File: src/rtl/pwm_pkg.sv
// Shared constants and state encoding for the PWM capture block.
// Optional glitch filter in the input path: define PWM_CAPTURE_FILTER_EN.
package pwm_pkg;

   // Width of all counters and measurement outputs.
   localparam int CNT_W = 32;

   // Cycles without a rising edge before the input is declared stuck.
   localparam int TIMEOUT_DEF = 5000;

   // Counter terminal value of the board PWM generator (period = value + 1).
   localparam int GEN_PERIOD = 2500;

   typedef enum logic [1:0] {
      IDLE  = 2'd0,
      HIGH  = 2'd1,
      LOW   = 2'd2,
      STUCK = 2'd3
   } state_e;

endpackage

File: src/rtl/pwm_edge_sync.sv
// Input conditioning for pwm_capture: 2-FF synchroniser, optional glitch
// filter (PWM_CAPTURE_FILTER_EN) and rise/fall pulse generation.
// Without the filter, rise/fall are seen by the consumer 3 cycles after pwm_in.
module pwm_edge_sync #(
   parameter int FILTER_LEN = 4
) (
   input  logic clk,
   input  logic rst_n,
   input  logic pwm_in,
   output logic level,
   output logic rise,
   output logic fall
);

   logic [1:0] sync_q, sync_d;
   logic       prev_q, prev_d;
   logic       cur;

   // Shift the asynchronous input through the two synchroniser stages.
   always_comb begin
      sync_d = {sync_q[0], pwm_in};
   end

`ifdef PWM_CAPTURE_FILTER_EN
   localparam int RUN_W = (FILTER_LEN > 1) ? $clog2(FILTER_LEN) : 1;

   logic             filt_q, filt_d;
   logic [RUN_W-1:0] run_q, run_d;

   // Accept a new level only after it has been stable for FILTER_LEN samples.
   always_comb begin
      // NOTE: every always_comb output gets a default first, so no path can infer a latch.
      filt_d = filt_q;
      run_d  = '0;
      if (sync_q[1] != filt_q) begin
         if (run_q == RUN_W'(FILTER_LEN - 1)) begin
            filt_d = sync_q[1];
         end else begin
            run_d = run_q + 1'b1;
         end
      end
   end

   // Filter state registers.
   always_ff @(posedge clk) begin
      if (!rst_n) begin
         filt_q <= 1'b0;
         run_q  <= '0;
      end else begin
         filt_q <= filt_d;
         run_q  <= run_d;
      end
   end

   assign cur = filt_q;
`else
   logic unused_filter_len;
   assign unused_filter_len = (FILTER_LEN > 0);
   assign cur = sync_q[1];
`endif

   // Previous sample of the conditioned level, for edge detection.
   always_comb begin
      prev_d = cur;
   end

   // Synchroniser and previous-sample registers.
   always_ff @(posedge clk) begin
      // NOTE: sequential state uses non-blocking assignments so all flops update together.
      if (!rst_n) begin
         sync_q <= '0;
         prev_q <= 1'b0;
      end else begin
         sync_q <= sync_d;
         prev_q <= prev_d;
      end
   end

   assign level = cur;
   assign rise  = cur & ~prev_q;
   assign fall  = ~cur & prev_q;

endmodule

File: src/rtl/pwm_capture.sv
// PWM capture: measures period (rise to rise) and high time (rise to fall)
// of pwm_in in clk cycles, with a one-cycle valid per completed period and
// a stuck-line timeout. Optional input glitch filter: PWM_CAPTURE_FILTER_EN.
module pwm_capture #(
   parameter int CNT_W      = pwm_pkg::CNT_W,
   parameter int TIMEOUT    = pwm_pkg::TIMEOUT_DEF,
   parameter int FILTER_LEN = 4
) (
   input  logic             clk,
   input  logic             rst_n,
   input  logic             enable,
   input  logic             pwm_in,
   output logic [CNT_W-1:0] period_out,
   output logic [CNT_W-1:0] high_out,
   output logic             valid,
   output logic             stuck,
   output logic             level
);

   import pwm_pkg::*;

   localparam logic [CNT_W-1:0] TMO = CNT_W'(TIMEOUT);
   localparam logic [CNT_W-1:0] ONE = CNT_W'(1);

   logic rise, fall;

   state_e           state_q, state_d;
   logic [CNT_W-1:0] period_cnt_q, period_cnt_d;
   logic [CNT_W-1:0] high_cnt_q, high_cnt_d;
   logic [CNT_W-1:0] idle_cnt_q, idle_cnt_d;
   logic [CNT_W-1:0] period_out_q, period_out_d;
   logic [CNT_W-1:0] high_out_q, high_out_d;
   logic             valid_q, valid_d;
   logic             stuck_q, stuck_d;

   pwm_edge_sync #(
      .FILTER_LEN (FILTER_LEN)
   ) u_edge_sync (
      .clk    (clk),
      .rst_n  (rst_n),
      .pwm_in (pwm_in),
      .level  (level),
      .rise   (rise),
      .fall   (fall)
   );

   // Next-state logic for the measurement FSM, counters and output registers.
   always_comb begin
      state_d      = state_q;
      period_cnt_d = period_cnt_q;
      high_cnt_d   = high_cnt_q;
      idle_cnt_d   = idle_cnt_q;
      period_out_d = period_out_q;
      high_out_d   = high_out_q;
      valid_d      = 1'b0;
      stuck_d      = stuck_q;

      if (!enable) begin
         state_d      = IDLE;
         period_cnt_d = '0;
         high_cnt_d   = '0;
         idle_cnt_d   = '0;
         period_out_d = '0;
         high_out_d   = '0;
         stuck_d      = 1'b0;
      end else begin
         unique case (state_q)
            // No edge seen yet: the first rise only starts a measurement.
            IDLE: begin
               if (rise) begin
                  state_d      = HIGH;
                  period_cnt_d = ONE;
                  high_cnt_d   = ONE;
                  idle_cnt_d   = '0;
               end else begin
                  idle_cnt_d = idle_cnt_q + 1'b1;
                  if (idle_cnt_d == TMO) begin
                     state_d      = STUCK;
                     stuck_d      = 1'b1;
                     period_out_d = '0;
                     high_out_d   = '0;
                  end
               end
            end

            // Timing out exactly at TMO keeps the counters from ever passing it.
            HIGH: begin
               if (period_cnt_q == TMO) begin
                  state_d      = STUCK;
                  stuck_d      = 1'b1;
                  period_out_d = '0;
                  high_out_d   = '0;
               end else begin
                  period_cnt_d = period_cnt_q + 1'b1;
                  if (fall) begin
                     state_d = LOW;
                  end else begin
                     high_cnt_d = high_cnt_q + 1'b1;
                  end
               end
            end

            // A rise closes the period; it takes priority over the timeout.
            LOW: begin
               if (rise) begin
                  state_d      = HIGH;
                  period_out_d = period_cnt_q;
                  high_out_d   = high_cnt_q;
                  valid_d      = 1'b1;
                  period_cnt_d = ONE;
                  high_cnt_d   = ONE;
               end else if (period_cnt_q == TMO) begin
                  state_d      = STUCK;
                  stuck_d      = 1'b1;
                  period_out_d = '0;
                  high_out_d   = '0;
               end else begin
                  period_cnt_d = period_cnt_q + 1'b1;
               end
            end

            // Line stuck: resume measuring at the next rise, no valid for it.
            STUCK: begin
               if (rise) begin
                  state_d      = HIGH;
                  stuck_d      = 1'b0;
                  period_cnt_d = ONE;
                  high_cnt_d   = ONE;
               end
            end

            default: begin
               state_d = IDLE;
            end
         endcase
      end
   end

   // State, counter and output registers.
   always_ff @(posedge clk) begin
      if (!rst_n) begin
         state_q      <= IDLE;
         period_cnt_q <= '0;
         high_cnt_q   <= '0;
         idle_cnt_q   <= '0;
         period_out_q <= '0;
         high_out_q   <= '0;
         valid_q      <= 1'b0;
         stuck_q      <= 1'b0;
      end else begin
         state_q      <= state_d;
         period_cnt_q <= period_cnt_d;
         high_cnt_q   <= high_cnt_d;
         idle_cnt_q   <= idle_cnt_d;
         period_out_q <= period_out_d;
         high_out_q   <= high_out_d;
         valid_q      <= valid_d;
         stuck_q      <= stuck_d;
      end
   end

   assign period_out = period_out_q;
   assign high_out   = high_out_q;
   assign valid      = valid_q;
   assign stuck      = stuck_q;

endmodule

File: config.mk
export PLATFORM = sky130hd
export DESIGN_NAME = pwm_capture
export DESIGN_NICKNAME = d
export VERILOG_FILES = /design/src/rtl/pwm_pkg.sv /design/src/rtl/pwm_edge_sync.sv /design/src/rtl/pwm_capture.sv
export SDC_FILE = /design/constraint.sdc
export NUM_CORES = 1
export LEC_CHECK = 0
export CELL_PAD_IN_SITES_DETAIL_PLACEMENT = 1
export CELL_PAD_IN_SITES_GLOBAL_PLACEMENT = 2
export CORE_ASPECT_RATIO = 1.25
export CORE_UTILIZATION = 39
export CTS_BUF_LIST = sky130_fd_sc_hd__clkbuf_4 sky130_fd_sc_hd__clkbuf_8
export DETAILED_ROUTE_END_ITERATION = 10
export PLACE_DENSITY = 0.95
export SETUP_SLACK_MARGIN = 0.5
export SLEW_MARGIN = 10
export SYNTH_ARGS = -nofsm -noshare
export SYNTH_HDL_FRONTEND = slang
export SYNTH_SLANG_ARGS = --single-unit
File: constraint.sdc
create_clock -name clk -period 6.1 [get_ports clk]
set_input_delay 1.525 -clock clk [delete_from_list [all_inputs] [get_ports clk]]
set_output_delay 1.525 -clock clk [all_outputs]
set_load 0.02 [all_outputs]
---- After elaboration in Yosys (flattened, before gate mapping) ----
Index checks and enable logic that the tools add are counted.
W data, S select, Z words.
word-level totals
  output and inout bits ................... 67
  register bits ........................... 167
  input port bits ......................... 4
  logic and storage cells ................. 74
operators by class
  bitwise gates (word level) .............. 4
  eq/ne operators ......................... 16
  $add $sub $neg .......................... 3
  multiplexer cells ....................... 31
  reductions and logical operators ........ 10
operator list
  operator                 number
  $mux W32                 12
  $pmux W32 S3             3
  $add A32 B1 Y32 const B  3
  $eq A32 B13 Y1 const B   2
  $pmux W32 S2             1
  $mux W2                  7
  $ne A2 B2 Y1 const B     6
  $ne A3 B3 Y1 const B     3
  $reduce_and A3 Y1        3
  $pmux W2 S4              1
  $reduce_and A4 Y1        2
  $mux W1                  6
  $eq A2 B2 Y1 const B     2
  $ne A2 B1 Y1 const B     2
  $pmux W1 S4              1
  $reduce_bool A3 Y1       1
  $reduce_or A3 Y1         1
  $and A1 B1 Y1            2
  $eq A2 B1 Y1 const B     1
  $logic_not A2 Y1         1
  $not A1 Y1               2
  $reduce_and A2 Y1        1
  $reduce_or A2 Y1         1

---- Depth between registers and ports, before layout ----
  depth in word-level cells ............... 5
  mapped depth ............................ 11
  mapped depth without buffers ............ 9

---- Hierarchy ----
A second synthesis with hierarchy kept.
second synthesis, totals
  cells, all modules ...................... 1024
  area, all modules ....................... 8404.3 µm²
by module, submodules not included
  module         cells each  area an instance (µm²)  sequential area each (µm²)  times used
  pwm_capture    1016        8313.0                  3283.1                      1
  pwm_edge_sync  8           91.3                    60.1                        1

---- Least setup slack after synthesis ----
OpenSTA, ideal clock, no wires.
  path kind ............................... register -> register
  from .................................... reg idle_cnt_q[0]
  to ...................................... reg high_out_q[10], in the netlist high_out[10]
  arrival ................................. 2.924 ns
  stages on the path, launching flop included .. 11
  path slack .............................. 3.054 ns
  setup time .............................. 0.122 ns
  buffers on the path ..................... 2
  required time ........................... 5.978 ns
  clock period less this slack ............ 3.046 ns
  cell sequence ........................... dfxtp_1 -> ha_1 -> nand3_1 -> nor4_1 -> nand4_1 -> a2111o_1 -> or4b_1 -> clkbuf_1 -> nor3_4 -> clkbuf_2 -> o21ai_1
between the ends
  cells in the longest elaborated chain, start to end .. 4
ends and longest elaborated chain
  item                         RTL line            source
  start: declaration           pwm_capture.sv:30   logic [CNT_W-1:0] idle_cnt_q, idle_cnt_d;
  start signal: assignment     pwm_capture.sv:154  idle_cnt_q <= idle_cnt_d;
  $add A32 B1 Y32              pwm_capture.sv:76   idle_cnt_d = idle_cnt_q + 1'b1;
  $eq A32 B13 Y1               pwm_capture.sv:77   if (idle_cnt_d == TMO) begin
  $ne A2 B2 Y1 (no line)       --
  $reduce_and A3 Y1 (no line)  --
  end signal: assignment       pwm_capture.sv:156  high_out_q <= high_out_d;
  end: declaration             pwm_capture.sv:32   logic [CNT_W-1:0] high_out_q, high_out_d;
No other way between the ends.
A chain may end at the register's enable or synchronous reset.

---- Worst setup path after layout ----
  from .................................... reg idle_cnt_q[0]
  to ...................................... reg period_out_q[9], in the netlist period_out[9]
between the ends
  cells in the longest elaborated chain, start to end .. 4
ends and longest elaborated chain
  item                         RTL line            source
  $add A32 B1 Y32              pwm_capture.sv:76
  $eq A32 B13 Y1               pwm_capture.sv:77
  $ne A2 B2 Y1 (no line)       --
  $reduce_and A3 Y1 (no line)  --
  end signal: assignment       pwm_capture.sv:155  period_out_q <= period_out_d;
  end: declaration             pwm_capture.sv:31   logic [CNT_W-1:0] period_out_q, period_out_d;
No other way between the ends.

==> reports/qor.txt <==
===============================================================================================
Cell at the root of the clock tree                                                     clkbuf_8
CP max stage cell                                                                        or4b_1
Achievable frequency                                                                    254 MHz
Cts bufs inserted                                                                            17
Combined area of the multi-input logic cells                                        0.00469 mm²
Post-DP HPWL                                                                           16100 µm
Clock insertion delay at the later pin of the skew report                               0.47 ns
Critical Path Fanout Max                                                                     64
Post-Place Setup Slack                                                                  2.01 ns
Slowest Stage Delay on Critical Path                                                    0.65 ns
Number of global-route vias before repair                                                  8102
Final setup margin                                                                      2.16 ns
Vias per cell                                                                              6.04
Start-to-end type of the worst setup path                                          register to register
Maximum VDD drop                                                                     0.000131 V
Count of instances resized after the clock tree is built                                      0
Number of nets in the finished design                                                      1083
Syn Inst Count                                                                             1055
Fill cell instance count of the final layout                                               2561
Clock tree from TritonCTS                                                                 built
Pin count of the biggest net entering global routing                                         75
Average cell area after synthesis                                                      7.99 µm²
Synthesized Nets                                                                           1068
Maximum capacitance violations                                                                0
Number of optimization iterations in the first detailed-route pass                            4
Chip Height                                                                              166 µm
Asr flop ratio synth                                                                          0
Post-CTS repair timing setup buffer count                                                     0
Number of placed instances, taps included                                                  1325
Clock skew after layout                                                               0.0132 ns
Clock tree buffer depth                                                                       2
Overall die width                                                                        133 µm
Final wirelength                                                                       24900 µm
Setup tns final                                                                            0 ns
Final Max Slew Viols                                                                          0
DRC violation count after routing                                                             0
Power per unit of standard cell area                                                 225 mW/mm²
Antenna violations before repair                                                              0
Post-synthesis cell area                                                            0.00843 mm²
Placer Congestion                                                                         0.801
GR Util All Layers                                                                        0.228
Effective utilization at floorplan                                                        0.401
Total Power Consumption                                                                 2.18 mW
Sequential standard cell area                                                       0.00334 mm²
Number of non-filler instances in the completed layout                                     1355
Antenna diode instance count                                                                  0
FF+latch count, synth                                                                       167
Run status                                                                         finished clean
ANT nets after route                                                                          0
Yosys warns                                                                                   0
EDFF count, synth                                                                             0
Boundary Pins                                                                                71
Endpoints failing hold                                                                        0
Endpoint kind of the worst setup timing path                                           register
Critical path required time                                                             6.42 ns
Layer with the highest usage                                                               met2
First-pass GRT wire length                                                             41300 µm
R2R depth                                                                                     9
Leak pwr                                                                                2.89 nW
Total Die Area                                                                       0.0222 mm²
Worst relative slew slack                                                                 0.261
Met2 track demand over resource in global routing                                         0.402
H-tree levels                                                                                 4
Share of cells above drive strength 1                                                    0.0564
Vias after detailed routing                                                                8178
Type of the worst min-delay path                                                   register to register
Layout Area Growth over Synthesis                                                         14.8%
Drt first-iter violations                                                                   479
Mean routed wirelength per cell                                                         18.4 µm
Congestion Overflow GR                                                                        0
Final design instance area without fill                                             0.00967 mm²
Setup repair after global routing missed its margin                                       false
Floorplan Core Area                                                                  0.0210 mm²
Count of final setup violators                                                                0
Minimum clock period                                                                    3.94 ns
Most instantiated flip-flop cell in the synthesis netlist                               dfxtp_1
Distinct cells, synth                                                                        62
Data arrival time of the critical path                                                  4.26 ns
Post-route clock period utilization                                                       0.646
Cell Chain, Critical Path                                                          ha_1 > nand3_1 > nor4_1 > nand4_1 > a2111o_1 > or4b_1 > nor3_4 > buf_4 > o21ai_0
Worst hold slack                                                                       0.455 ns
Number of standard-cell rows in the floorplan                                                59
Minimum setup slack among reg-to-reg paths                                              2.16 ns
Finished Core Util                                                                        0.460
Number of sinks on the clock net                                                            167
GRT met1 Usage                                                                            0.279
Worst hold path depth                                                                         1
Met3 layer usage reported by global route                                                0.0375
Sequential element share of the synthesized area                                          0.397
Count of input and output buffers                                                            70
Worst-Margin Slew                                                                       1.10 ns
Clock input transition at the sequential cells of the worst setup and hold paths        0.09 ns
Hold-fix buffers at CTS                                                                       0
Dpl cell area                                                                       0.00924 mm²
Crit start category                                                                    register
===============================================================================================
==> logic make-up after synthesis <==
kind of cell / share of synthesized area
AO/OA/AOI/OAI: 0.215
XOR/XNOR: 0.0530
adder cells (fa/ha/maj): 0.0134
buffers and inverters: 0.0496
flip-flops: 0.397
multiplexers: 0.00727
AND/OR/NAND/NOR: 0.265
==> Yosys cell counts (3+ instances only) <==
| cell | count | share of area |
|---|---|---|
| a2111oi_0 | 4 | 0.0042 |
| or2_2 | 8 | 0.0059 |
| or4_1 | 5 | 0.0045 |
| clkbuf_2 | 7 | 0.0042 |
| clkbuf_1 | 66 | 0.029 |
| xnor2_1 | 28 | 0.029 |
| a32oi_1 | 64 | 0.066 |
| and2_1 | 10 | 0.0074 |
| buf_2 | 9 | 0.0053 |
| dfxtp_1 | 167 | 0.40 |
| nand2_1 | 81 | 0.036 |
| nand3_1 | 105 | 0.062 |
| a21oi_1 | 48 | 0.028 |
| o21ai_0 | 84 | 0.050 |
| nor4b_1 | 3 | 0.0031 |
| nor3_1 | 23 | 0.014 |
| o21a_1 | 3 | 0.0027 |
| and4_1 | 7 | 0.0073 |
| inv_1 | 19 | 0.0085 |
| mux2i_1 | 5 | 0.0059 |
| nand4_1 | 27 | 0.020 |
| a31oi_1 | 6 | 0.0045 |
| o2111ai_1 | 3 | 0.0031 |
| o211ai_1 | 8 | 0.0071 |
| nor2_1 | 96 | 0.043 |
| a22o_1 | 4 | 0.0042 |
| nand2b_1 | 9 | 0.0067 |
| a41oi_1 | 3 | 0.0031 |
| o21ai_1 | 12 | 0.0071 |
| a211oi_1 | 10 | 0.0089 |
| buf_1 | 4 | 0.0018 |
| xor2_1 | 23 | 0.024 |
| ha_1 | 9 | 0.013 |
| or3_1 | 15 | 0.011 |
| and3_1 | 19 | 0.014 |
| a311oi_1 | 4 | 0.0042 |
| nor4_1 | 21 | 0.016 |
| a22oi_1 | 4 | 0.0036 |
==> area by class of cell <==
cell class / instances / area share
clock inverters: 13 / 0.0202
inverters: 20 / 0.00776
multi-input cells: 782 / 0.485
repair buffers: 82 / 0.0817
flip-flops and latches: 167 / 0.346
well taps: 274 / 0.0354
clock buffers: 17 / 0.0242
==> registers in the layout, indices dropped and copies added, names as in the netlist <==
| name | count |
|---|---|
| state_q | 2 |
| u_edge_sync.prev_q | 1 |
| high_cnt_q | 32 |
| u_edge_sync.sync_q | 2 |
| stuck | 1 |
| valid | 1 |
| period_cnt_q | 32 |
| period_out | 32 |
| idle_cnt_q | 32 |
| high_out | 32 |
==> critical path: cells and delay by family (launching register included) <==
kind / cells / cell delay [ns]
compound gates: 2 / 0.66
fa+ha+maj: 1 / 0.32
simple gates: 5 / 1.78
buf+inv: 1 / 0.55
flops: 1 / 0.46
==> cells in the final DEF (no fill, tap or decap), types with 4 or more instances in the layout <==
master and n:
a31oi_1 6, a22o_1 4, nor4_1 20, a211oi_1 10, mux2i_1 5, o21ai_1 11
clkbuf_8 17, or3_1 15, a311oi_1 4, clkdlybuf4s50_1 70, bufinv_16 4, and2_1 9
nor2_1 96, nor3_1 23, dfxtp_1 167, ha_1 8, or2_2 8, a21oi_1 48
o211ai_1 8, and3_1 19, nand3_1 105, a22oi_1 4, or4_1 5, clkinvlp_4 4
and4_1 6, nand2_1 81, inv_1 19, nand2b_1 9, a2111oi_0 4, buf_4 12
o21ai_0 84, a32oi_1 64, nand4_1 27, xnor2_1 28, xor2_1 23
==> power breakdown <==
| group | total, mW | switching [mW] | leakage, nW | internal, mW |
|---|---|---|---|---|
| sequential | 1.10 | 0.00699 | 1.35 | 1.09 |
| clock | 0.893 | 0.445 | 0.204 | 0.448 |
| combinational | 0.184 | 0.143 | 1.34 | 0.0408 |
| total | 2.18 | 0.595 | 2.89 | 1.58 |
==> final timing paths <==
| check | from | to |
|---|---|---|
| worst min-delay path | u_edge_sync.sync_q[0] | u_edge_sync.sync_q[1] |
| worst min register to register | u_edge_sync.sync_q[0] | u_edge_sync.sync_q[1] |
| worst max register to register | idle_cnt_q[0] | period_out[9] |
| worst max-delay path | idle_cnt_q[0] | period_out[9] |
==> metal layers <==
metal | part of all wire | up-vias
met5 | 0 | -
met4 | 0.019 | 0
met3 | 0.032 | 29
met2 | 0.50 | 143
met1 | 0.45 | 4072
li1 | - | 3934
Note: power is estimated with default switching activity, not from simulation.
